File: src/rtl/lsu_dcache_arbiter.sv
// Shares the single dcache request port between LSU loads and committed-store drain,
// tracks in-flight loads against a credit limit, and sequences memory fences.
module lsu_dcache_arbiter #(
    parameter int XLEN            = 64,
    parameter int STARVE_LIMIT    = 4,
    parameter int MAX_OUTSTANDING = 2
) (
    input  logic            clk,
    input  logic            rstn,
    input  logic            ld_req_valid,
    output logic            ld_req_ready,
    input  logic [XLEN-1:0] ld_req_addr,
    input  logic            st_req_valid,
    output logic            st_req_ready,
    input  logic [XLEN-1:0] st_req_addr,
    input  logic [XLEN-1:0] st_req_data,
    input  logic [7:0]      st_req_mask,
    input  logic            st_urgent,
    input  logic            sq_empty,
    output logic            mem_req_valid,
    input  logic            mem_req_ready,
    output logic            mem_req_we,
    output logic [XLEN-1:0] mem_req_addr,
    output logic [XLEN-1:0] mem_req_wdata,
    output logic [7:0]      mem_req_wmask,
    input  logic            mem_rsp_valid,
    input  logic [XLEN-1:0] mem_rsp_data,
    output logic            ld_rsp_valid,
    output logic [XLEN-1:0] ld_rsp_data,
    input  logic            fence_req,
    output logic            fence_busy,
    output logic            fence_done
);

    localparam int ST_W  = $clog2(STARVE_LIMIT + 1);
    localparam int OUT_W = $clog2(MAX_OUTSTANDING + 1);
    localparam logic [ST_W-1:0]  STARVE_MAX = ST_W'(STARVE_LIMIT);
    localparam logic [OUT_W-1:0] OUT_MAX    = OUT_W'(MAX_OUTSTANDING);

    localparam logic [1:0] S_IDLE  = 2'd0;
    localparam logic [1:0] S_DRAIN = 2'd1;
    localparam logic [1:0] S_DONE  = 2'd2;

    logic [1:0]       state, state_nxt;
    logic [ST_W-1:0]  starve_cnt;
    logic [OUT_W-1:0] outstanding;

    logic ld_elig, st_elig, st_prio, ld_win, st_win, ld_acc, st_acc;

    // A load may issue at the credit limit if a response frees a slot this same cycle.
    assign ld_elig = ld_req_valid && (state == S_IDLE) &&
                     ((outstanding < OUT_MAX) || mem_rsp_valid);
    assign st_elig = st_req_valid;
    assign st_prio = st_urgent || (starve_cnt == STARVE_MAX);
    assign st_win  = st_elig && (st_prio || !ld_elig);
    assign ld_win  = ld_elig && !st_win;
    assign ld_acc  = ld_win && mem_req_ready;
    assign st_acc  = st_win && mem_req_ready;

    // Outputs are forced low while rstn is held so nothing leaks out before state is valid.
    assign mem_req_valid = rstn && (ld_elig || st_elig);
    assign ld_req_ready  = rstn && ld_acc;
    assign st_req_ready  = rstn && st_acc;
    assign mem_req_we    = st_win;
    assign mem_req_addr  = st_win ? st_req_addr : ld_req_addr;
    assign mem_req_wdata = st_win ? st_req_data : '0;
    assign mem_req_wmask = st_win ? st_req_mask : '0;

    assign ld_rsp_valid = rstn && mem_rsp_valid;
    assign ld_rsp_data  = mem_rsp_data;

    assign fence_busy = rstn && (state != S_IDLE);
    assign fence_done = rstn && (state == S_DONE);

    // DRAIN exit looks at the registered credit count, so DONE lands one cycle later.
    always_comb begin
        state_nxt = state;
        case (state)
            S_IDLE:  if (fence_req) state_nxt = S_DRAIN;
            S_DRAIN: if (sq_empty && (outstanding == '0)) state_nxt = S_DONE;
            S_DONE:  state_nxt = S_IDLE;
            default: state_nxt = S_IDLE;
        endcase
    end

    // NOTE: sequential state uses non-blocking assignments and a synchronous reset only.
    always_ff @(posedge clk) begin
        if (!rstn) begin
            state       <= S_IDLE;
            starve_cnt  <= '0;
            outstanding <= '0;
        end else begin
            state <= state_nxt;

            if (st_acc || !st_req_valid)
                starve_cnt <= '0;
            else if (ld_acc && (starve_cnt != STARVE_MAX))
                starve_cnt <= starve_cnt + ST_W'(1);

            if (ld_acc && !mem_rsp_valid)
                outstanding <= outstanding + OUT_W'(1);
            else if (!ld_acc && mem_rsp_valid && (outstanding != '0))
                outstanding <= outstanding - OUT_W'(1);
        end
    end

    // A response with no load in flight is a protocol violation upstream.
    always_ff @(posedge clk) begin
        if (rstn)
            assert (!(mem_rsp_valid && (outstanding == '0)));
    end

endmodule

File: config.mk
export PLATFORM = sky130hd
export DESIGN_NAME = lsu_dcache_arbiter
export DESIGN_NICKNAME = d
export VERILOG_FILES = /design/src/rtl/lsu_dcache_arbiter.sv
export SDC_FILE = /design/constraint.sdc
export NUM_CORES = 1
export LEC_CHECK = 0
export ABC_AREA = 0
export BUFFER_PORTS_ARGS = -buffer_cell sky130_fd_sc_hd__buf_2
export CAP_MARGIN = 15
export CORE_AREA = 5 5 185 187
export DETAILED_ROUTE_END_ITERATION = 8
export DIE_AREA = 0 0 190 192
export PLACE_DENSITY = 0.37
export SKIP_LAST_GASP = 1
export SLEW_MARGIN = 30
export SYNTH_ARGS = -nofsm -noshare
export SYNTH_HDL_FRONTEND = slang
export SYNTH_SLANG_ARGS = --single-unit
File: constraint.sdc
create_clock -name clk -period 5.5 [get_ports clk]
set_input_delay 1.1 -clock clk [delete_from_list [all_inputs] [get_ports clk]]
set_output_delay 1.1 -clock clk [all_outputs]
set_load 0.02 [all_outputs]
==> results of run 1 <==
-- path summary, 6_finish.rpt --
kind	from	end	slack, ps	cells after the start
max	mem_rsp_valid	mem_req_addr[55]	1310	7
min reg2reg	starve_cnt[2]	starve_cnt[2]	500	1
max reg2reg	starve_cnt[0]	starve_cnt[2]	3490	7
min	starve_cnt[2]	starve_cnt[2]	500	1
-- routing by layer --
layer | wire length (um) | track usage | vias to the layer above
met4 | 130 | 0.009738 | 0
li1 | - | - | 1498
met1 | 4716 | 0.06594 | 1388
met3 | 1914 | 0.02726 | 12
met2 | 6109 | 0.1079 | 294
met5 | 0 | 0 | -
-- registers in the layout, indices dropped and copies added, names as in the netlist --
register	cells
outstanding	2
state	2
starve_cnt	3
-- Yosys cell counts (all sizes together) --
master / number / area (sq um)
nand4: 2 / 12.51
nand3b: 2 / 15.01
nand2b: 1 / 6.260
nor2: 2 / 7.510
a211oi: 1 / 7.510
clkbuf: 17 / 63.81
ha: 2 / 25.02
and2: 2 / 12.51
nand4b: 1 / 8.760
o211ai: 1 / 7.510
and3: 76 / 475.5
inv: 4 / 15.01
o22ai: 1 / 6.260
a31o: 2 / 17.52
o21a: 3 / 22.52
a41oi: 1 / 8.760
and3b: 1 / 8.760
o21ai: 1 / 5.000
buf: 72 / 554.3
a21o: 2 / 15.01
and4b: 1 / 10.01
mux2: 64 / 870.8
a21oi: 6 / 33.78
a31oi: 2 / 12.51
dfxtp: 7 / 140.1
nor3b: 2 / 26.28
nand2: 5 / 18.77
nand3: 3 / 15.01
-- cell type report --
| cell class | count | area [sq um] |
|---|---|---|
| Multi-Input combinational cell | 184 | 1662 |
| Clock inverter | 1 | 5.005 |
| Fill cell | 3752 | 28000 |
| Tap cell | 442 | 553.0 |
| Sequential cell | 7 | 140.1 |
| Timing Repair Buffer | 360 | 1837 |
| Inverter | 4 | 15.01 |
| Clock buffer | 3 | 75.07 |
-- power breakdown --
group / switching, W / internal, W
combinational: 0.000210 / 0.000185
clock: 0.0000306 / 0.0000956
sequential: 0.00000221 / 0.0000525
total: 0.000242 / 0.000333
-- critical path, cell delays in order --
cell and delay (ps):
buf_2 130, nand2b_1 160, and2_1 290, a21oi_4 530
buf_12 300, mux2_2 360, buf_2 160
-- kinds of logic after synthesis --
family,Yosys count,synth area share
DFF,7,0.05785
AOI/OAI and AO/OA,20,0.05630
buffers and inverters,93,0.2614
adders and majority gates,2,0.01033
muxes,64,0.3595
and+or+nand+nor,98,0.2547
-- stage by stage --
stage | area [sq um] | cells
floorplan | 2422 | 284
global placement | 4207 | 997
detailed placement | 4207 | 997
CTS | 4287 | 1001
global route | 4287 | 1001
finish | 4287 | 1001
-- placed cells by master, fill, tap and decap left out, drive strengths merged --
master  instances
nand2           5
and3           76
nor2            2
a31oi           2
o21ai           1
nand4b          1
a41oi           1
ha              2
o21a            3
and3b           1
buf           360
nor3b           2
nand4           2
a211oi          1
clkbuf          3
nand3b          2
dfxtp           7
o211ai          1
a31o            2
and4b           1
clkinv          1
o22ai           1
mux2           64
inv             4
a21oi           6
nand3           3
and2            2
nand2b          1
a21o            2
==> results.cfg, run 1 <==
[outcome]
outcome = finished, final reports clean

[route]
dr.pass1.iters = 4
antenna_left = 0
wirelength_mm = 12.87
avgViaCountPerCell = 3.189
wl_per_cell_um = 12.86
drt-initial-drc-count = 81
route.detailed.drc = 0
vias = 3192

[setup_path]
worst-endpoint-required_ps = 4400
crit_path_max_fanout = 31
critPathKind = input port to primary output
arrival_ps = 3090
cp-start-kind = input port
cp-end-kind = primary output

[finish]
diodes = 0
fin_nets = 835
syn_to_final_growth_pct = 76.96
drive_above_1_share = 0.7746
final_core_util = 0.1328

[grt]
grt_pass1_wl_mm = 17.42
grt_usage = 0.05993
grt_overflow = 0
antenna_found_initial = 1
grt_max_degree = 75
first_global_vias = 3238

[clocking]
clockBufferDepth = 2
cts_resized = 0
htreeDepth = 1
path_clk_slew_ps = 40
post_cts_buffers = 0
numCtsBuffers = 3
cts-hold-fix-buffers = 0
clock_latency_ps = 230
clock_tree.root_cell = clkbuf_16
cts_sinks = 7
cts_tree = yes

[floorplanning]
die-area_sq_um = 36480
fp.dieH_um = 192
io_pins = 480
start_util = 0.07502
fp.coreArea_sq_um = 32290
rows = 66
die_w_um = 190

[placed_design]
routabilityCongestion = 0.6929
portBuffers = 351
place_ws_ps = 1252
dp_hpwl_mm = 11.31

[logic_synthesis]
syn-cell-area_sq_um = 2422
syn_area_per_cell_sq_um = 8.529
netlist_instances = 284
synth-seq-cells = 7
ys_seq_area_frac = 0.05785
synth.distinct_cells = 33
syn-num-nets = 559
yosysWarnings = 0

[run]
maxCapViolCount = 0

[worst_hold_path]
min_path_type = flip-flop to flip-flop

[timing]
worstMarginPinSlew_ps = 582.6
fin_ws_ps = 1306
rsz0062_at_grt = false
fin_tns_setup_ps = 0
whs_ps = 502.5
fmax_ghz = 0.2384
finalMaxSlewViolations = 0
hold_viol_final = 0
post-route-period-util = 0.7626
clock-skew-final_ps = 1.716
slew_headroom = 0.6107
finalSetupViolations = 0
layout_min_cycle_time_ps = 4194

[power]
p_leak_nw = 2.530
powerDensity_nw_per_um2 = 134.3
ir_drop_mv = 0.07280
total_power_w = 0.0005757
(Power assumes the default switching activity.)
==> inputs of run 2 (changes only) <==
Settings changed: CORE_AREA 5 5 185 187 to 5 5 181 183, DIE_AREA 0 0 190 192 to 0 0 186 188, PLACE_DENSITY 0.37 to 0.39.
Clock period 5.5 ns to 3.6 ns, I/O delays scaled along.
==> results.cfg, run 2 (same netlist as run 1, synthesis figures left out) <==
[clocking]
cts-hold-fix-buffers = 0
clock_latency_ps = 230
htreeDepth = 1
cts_resized = 0
clockBufferDepth = 2
clock_tree.root_cell = clkbuf_16
post_cts_buffers = 0
cts_sinks = 7
numCtsBuffers = 3
cts_tree = yes
path_clk_slew_ps = 40

[setup_path]
worst-endpoint-required_ps = 2880
crit_path_max_fanout = 25
cpLargestDelayFamily = buffers and inverters
rrSetupSlack_ps = 1770
arrival_ps = 2440
cp.buffers_inverters = 4
cp-start-kind = input port
slowest_delay_ps = 350
crit_chain = buf_2, nand2b_1, and2_1, a21oi_4, buf_12, buf_12, mux2_2, buf_2
cp_slowest_cell = mux2_2
timing.rr.end = starve_cnt[2]
r2r_start = starve_cnt[0]
cp-end-kind = primary output
critPathKind = input port to primary output
rr_worst_depth = 6

[timing]
layout_min_cycle_time_ps = 3159
whs_ps = 498.2
rsz0062_at_grt = false
fin_tns_setup_ps = 0
hold_viol_final = 0
finalSetupViolations = 0
worstMarginPinSlew_ps = 527.7
slew_headroom = 0.6482
finalMaxSlewViolations = 0
fmax_ghz = 0.3165
post-route-period-util = 0.8775
clock-skew-final_ps = 1.471

[floorplanning]
start_util = 0.07797
die-area_sq_um = 34970
fp.coreArea_sq_um = 31070
fp.dieH_um = 188
rows = 65
io_pins = 480
die_w_um = 186

[grt]
met3_usage = 0.02502
grt_overflow = 0
grt_max_degree = 75
globalRouteMet1Util = 0.07019
grt-busiest-layer = met2
grt_usage = 0.06371
use_met2 = 0.1174
antenna_found_initial = 2
grt_pass1_wl_mm = 17.44
first_global_vias = 3181

[route]
wl_per_cell_um = 13.50
antenna_left = 0
route.detailed.drc = 0
drt-initial-drc-count = 87
dr.pass1.iters = 4
avgViaCountPerCell = 3.238
vias = 3115
wirelength_mm = 12.98

[finish]
fin_nets = 836
top_regs = starve_cnt (3), outstanding (2), state (2)
syn_to_final_growth_pct = 75.67
final_common_cell = buf_2
diodes = 0
largest_reg_flops = 3
drive_above_1_share = 0.7732
mostFrequentLayoutCells = buf_2 (351), and3_1 (76), mux2_4 (40), mux2_2 (24), buf_4 (8)
regMostFlops = starve_cnt
fillCellCount = 3619
final_core_util = 0.1370

[power]
pwr-share-clk = 0.214
total_power_w = 0.0008787
internal_power_w = 0.0005138
power_switching_share = 0.4153
p_leak_nw = 2.537
p_seq_frac = 0.095
p_sw_w = 0.0003649
powerDensity_nw_per_um2 = 206.5
combPwrFrac = 0.690
ir_drop_mv = 0.1713

[placed_design]
routabilityCongestion = 0.7082
dp_hpwl_mm = 11.60
portBuffers = 351

[worst_hold_path]
min_path_type = flip-flop to flip-flop
hold_end = starve_cnt[2]
hold_path_depth = 1
hold_start = starve_cnt[2]

[outcome]
outcome = finished, final reports clean

[run]
maxCapViolCount = 0
## run 2: changes by cell type in the layout (fill, tap and decap cells not counted), sizes merged
| cell | before | now |
|---|---|---|
| clkinv | 1 | 0 |
| buf | 360 | 361 |
| clkbuf | 3 | 4 |
## run 2: how the worst max path moves through the flow
stage,start,endpoint,slack [ps],cells after the start
floorplan,ld_req_valid,mem_req_addr[55],880,6
global placement,mem_rsp_valid,mem_req_addr[4],440,8
detailed placement,mem_rsp_valid,mem_req_addr[4],420,8
CTS,mem_rsp_valid,mem_req_addr[4],420,8
global route,mem_rsp_valid,mem_req_addr[4],340,8
finish,mem_rsp_valid,mem_req_addr[4],440,8
## run 2: through the flow
stage / area [sq um] / worst slack, ps / std cells
2_1_floorplan: 2422 / 877.6 / 284
3_3_place_gp: 4177 / 443.3 / 958
3_5_place_dp: 4177 / 419.5 / 958
4_1_cts: 4255 / 419.3 / 962
5_1_grt: 4255 / 339.0 / 962
6_report: 4255 / 440.8 / 962
## run 2: power by group through the flow
stage	sequential, W	clock, W	combinational (W)
global placement	0.0000851	0	0.000615
finish	0.0000838	0.000188	0.000607
floorplan	0.0000840	0	0.000464
CTS	0.0000838	0.000193	0.000616
global route	0.0000844	0.000201	0.000654
detailed placement	0.0000850	0	0.000614
## run 2: area by class of cell
cell class / count / area (sq um) / area share
Multi-Input combinational cell: 184 / 1662 / 0.3905
Clock buffer: 4 / 78.83 / 0.01852
Inverter: 4 / 15.01 / 0.003528
Tap cell: 402 / 503.0 / 0.1182
Timing Repair Buffer: 361 / 1857 / 0.4363
Sequential cell: 7 / 140.1 / 0.03293
## run 2: worst register-to-register path, stage by stage, from the launching register on
cell and delay [ps]:
dfxtp_1 320, inv_1 70, ha_1 220, a21oi_1 400
o21a_1 380, a31oi_1 130, a211oi_1 210
## run 2: per-layer routing
layer  vias to the layer above  share of wire
met4                         0          0.013
met5                         -              0
met2                       260           0.49
met3                        12           0.14
met1                      1343           0.36
li1                       1500              -
==> inputs of run 3 (changes only) <==
Settings changed: CELL_PAD_IN_SITES_DETAIL_PLACEMENT set to 0, CELL_PAD_IN_SITES_GLOBAL_PLACEMENT set to 1, CORE_AREA 5 5 181 183 to 5 5 185 187, DIE_AREA 0 0 186 188 to 0 0 190 192, GPL_ROUTABILITY_DRIVEN set to 0, PLACE_DENSITY 0.39 to 0.55.
==> results.cfg, run 3 (same netlist as run 1, synthesis figures left out) <==
[setup_path]
critPathKind = input port to primary output
cp.buffers_inverters = 4
worst-endpoint-required_ps = 2880
cp-start-kind = input port
cp-end-kind = primary output
slowest_delay_ps = 310
crit_chain = buf_2, nand2b_1, and2_1, a21oi_4, buf_12, buf_12, mux2_4, buf_2
crit_path_max_fanout = 38
cpLargestDelayFamily = buffers and inverters
cp_slowest_cell = mux2_4
arrival_ps = 2520
path_depth = 8
rr_worst_depth = 6

[timing]
finalSetupViolations = 0
post-route-period-util = 0.9005
finalMaxSlewViolations = 0
worstMarginPinSlew_ps = 576.1
fin_tns_setup_ps = 0
slew_headroom = 0.6159
clock-skew-final_ps = 0.6752
hold_viol_final = 0
whs_ps = 510.6
layout_min_cycle_time_ps = 3242
fmax_ghz = 0.3085
rsz0062_at_grt = false

[grt]
grt_overflow = 0
grt_max_degree = 75
first_global_vias = 3139
antenna_found_initial = 2
grt_pass1_wl_mm = 19.25
grt_usage = 0.06907

[power]
powerDensity_nw_per_um2 = 205.1
p_leak_nw = 2.522
total_power_w = 0.0008789
ir_drop_mv = 0.1192

[placed_design]
dpl.cell_count = 995
dpl-instance-area_sq_um = 4204
dp_hpwl_mm = 13.15
portBuffers = 351

[finish]
fin_area_sq_um = 4285
final_common_cell = buf_2
fin_nets = 833
top_regs = starve_cnt (3), outstanding (2), state (2)
seq_area_sq_um = 140.1
fillCellCount = 3749
mostFrequentLayoutCells = buf_2 (351), and3_1 (76), mux2_4 (40), mux2_2 (24), dfxtp_1 (7)
largest_reg_flops = 3
syn_to_final_growth_pct = 76.91
drive_above_1_share = 0.7720
regMostFlops = starve_cnt
multi_input_area_sq_um = 1662
final_cells = 1000

[floorplanning]
io_pins = 480
start_util = 0.07502
die-area_sq_um = 36480
die_w_um = 190
fp.coreArea_sq_um = 32290
fp.dieH_um = 192
rows = 66

[clocking]
cts-hold-fix-buffers = 0
clock_latency_ps = 230
numCtsBuffers = 3
clock_tree.root_cell = clkbuf_16
cts_resized = 0
path_clk_slew_ps = 40
cts_tree = yes
cts_sinks = 7
post_cts_buffers = 0
clockBufferDepth = 2
htreeDepth = 1

[route]
wirelength_mm = 14.56
avgViaCountPerCell = 3.157
vias = 3157
antenna_left = 0
wl_per_cell_um = 14.56
route.detailed.drc = 0
drt-initial-drc-count = 97
dr.pass1.iters = 4

[worst_hold_path]
min_path_type = flip-flop to flip-flop
hold_path_depth = 1

[run]
maxCapViolCount = 0

[outcome]
outcome = finished, final reports clean
-- run 3: worst register-to-register path: cells and delay by family, from the launching register on --
| family | cells | cell delay [ps] |
|---|---|---|
| DFF | 1 | 320 |
| buffers and inverters | 1 | 70 |
| adders and majority gates | 1 | 220 |
| AOI/OAI and AO/OA | 4 | 1190 |
-- run 3: path summary, 6_finish.rpt --
check	startpoint	slack, ps	end
setup reg to reg	starve_cnt[0]	1710	starve_cnt[2]
setup / recovery	mem_rsp_valid	360	mem_req_addr[28]
hold reg to reg	starve_cnt[2]	510	starve_cnt[2]
hold / removal	starve_cnt[2]	510	starve_cnt[2]
-- run 3: final cells by class --
type | instances | share of cell area
clock buffers | 4 | 0.01839
inverters | 4 | 0.003504
repair buffers | 358 | 0.4280
well taps | 442 | 0.1291
diodes | 1 | 0.0005839
flip-flops and latches | 7 | 0.03270
multi-input cells | 184 | 0.3877
-- run 3: per-layer routing --
layer	global-route usage	wire [um]
met4	0.01224	236
met1	0.08112	5551
met2	0.1205	6908
met3	0.02581	1802
met5	0.01099	58
-- run 3: report_power, final --
part	switching (W)	internal, W	leakage (nW)	total (W)
clock	0.0000403	0.000147	0.0382	0.000188
combinational	0.000324	0.000283	2.43	0.000608
sequential	0.00000341	0.0000802	0.0568	0.0000836
-- run 3: per-stage QoR --
step	utilization	setup slack (ps)
4_1_cts	0.1326	360.0
3_3_place_gp	0.1302	386.8
2_1_floorplan	-	877.6
3_5_place_dp	0.1302	366.6
5_1_grt	0.1326	293.0
6_report	0.1327	358.2
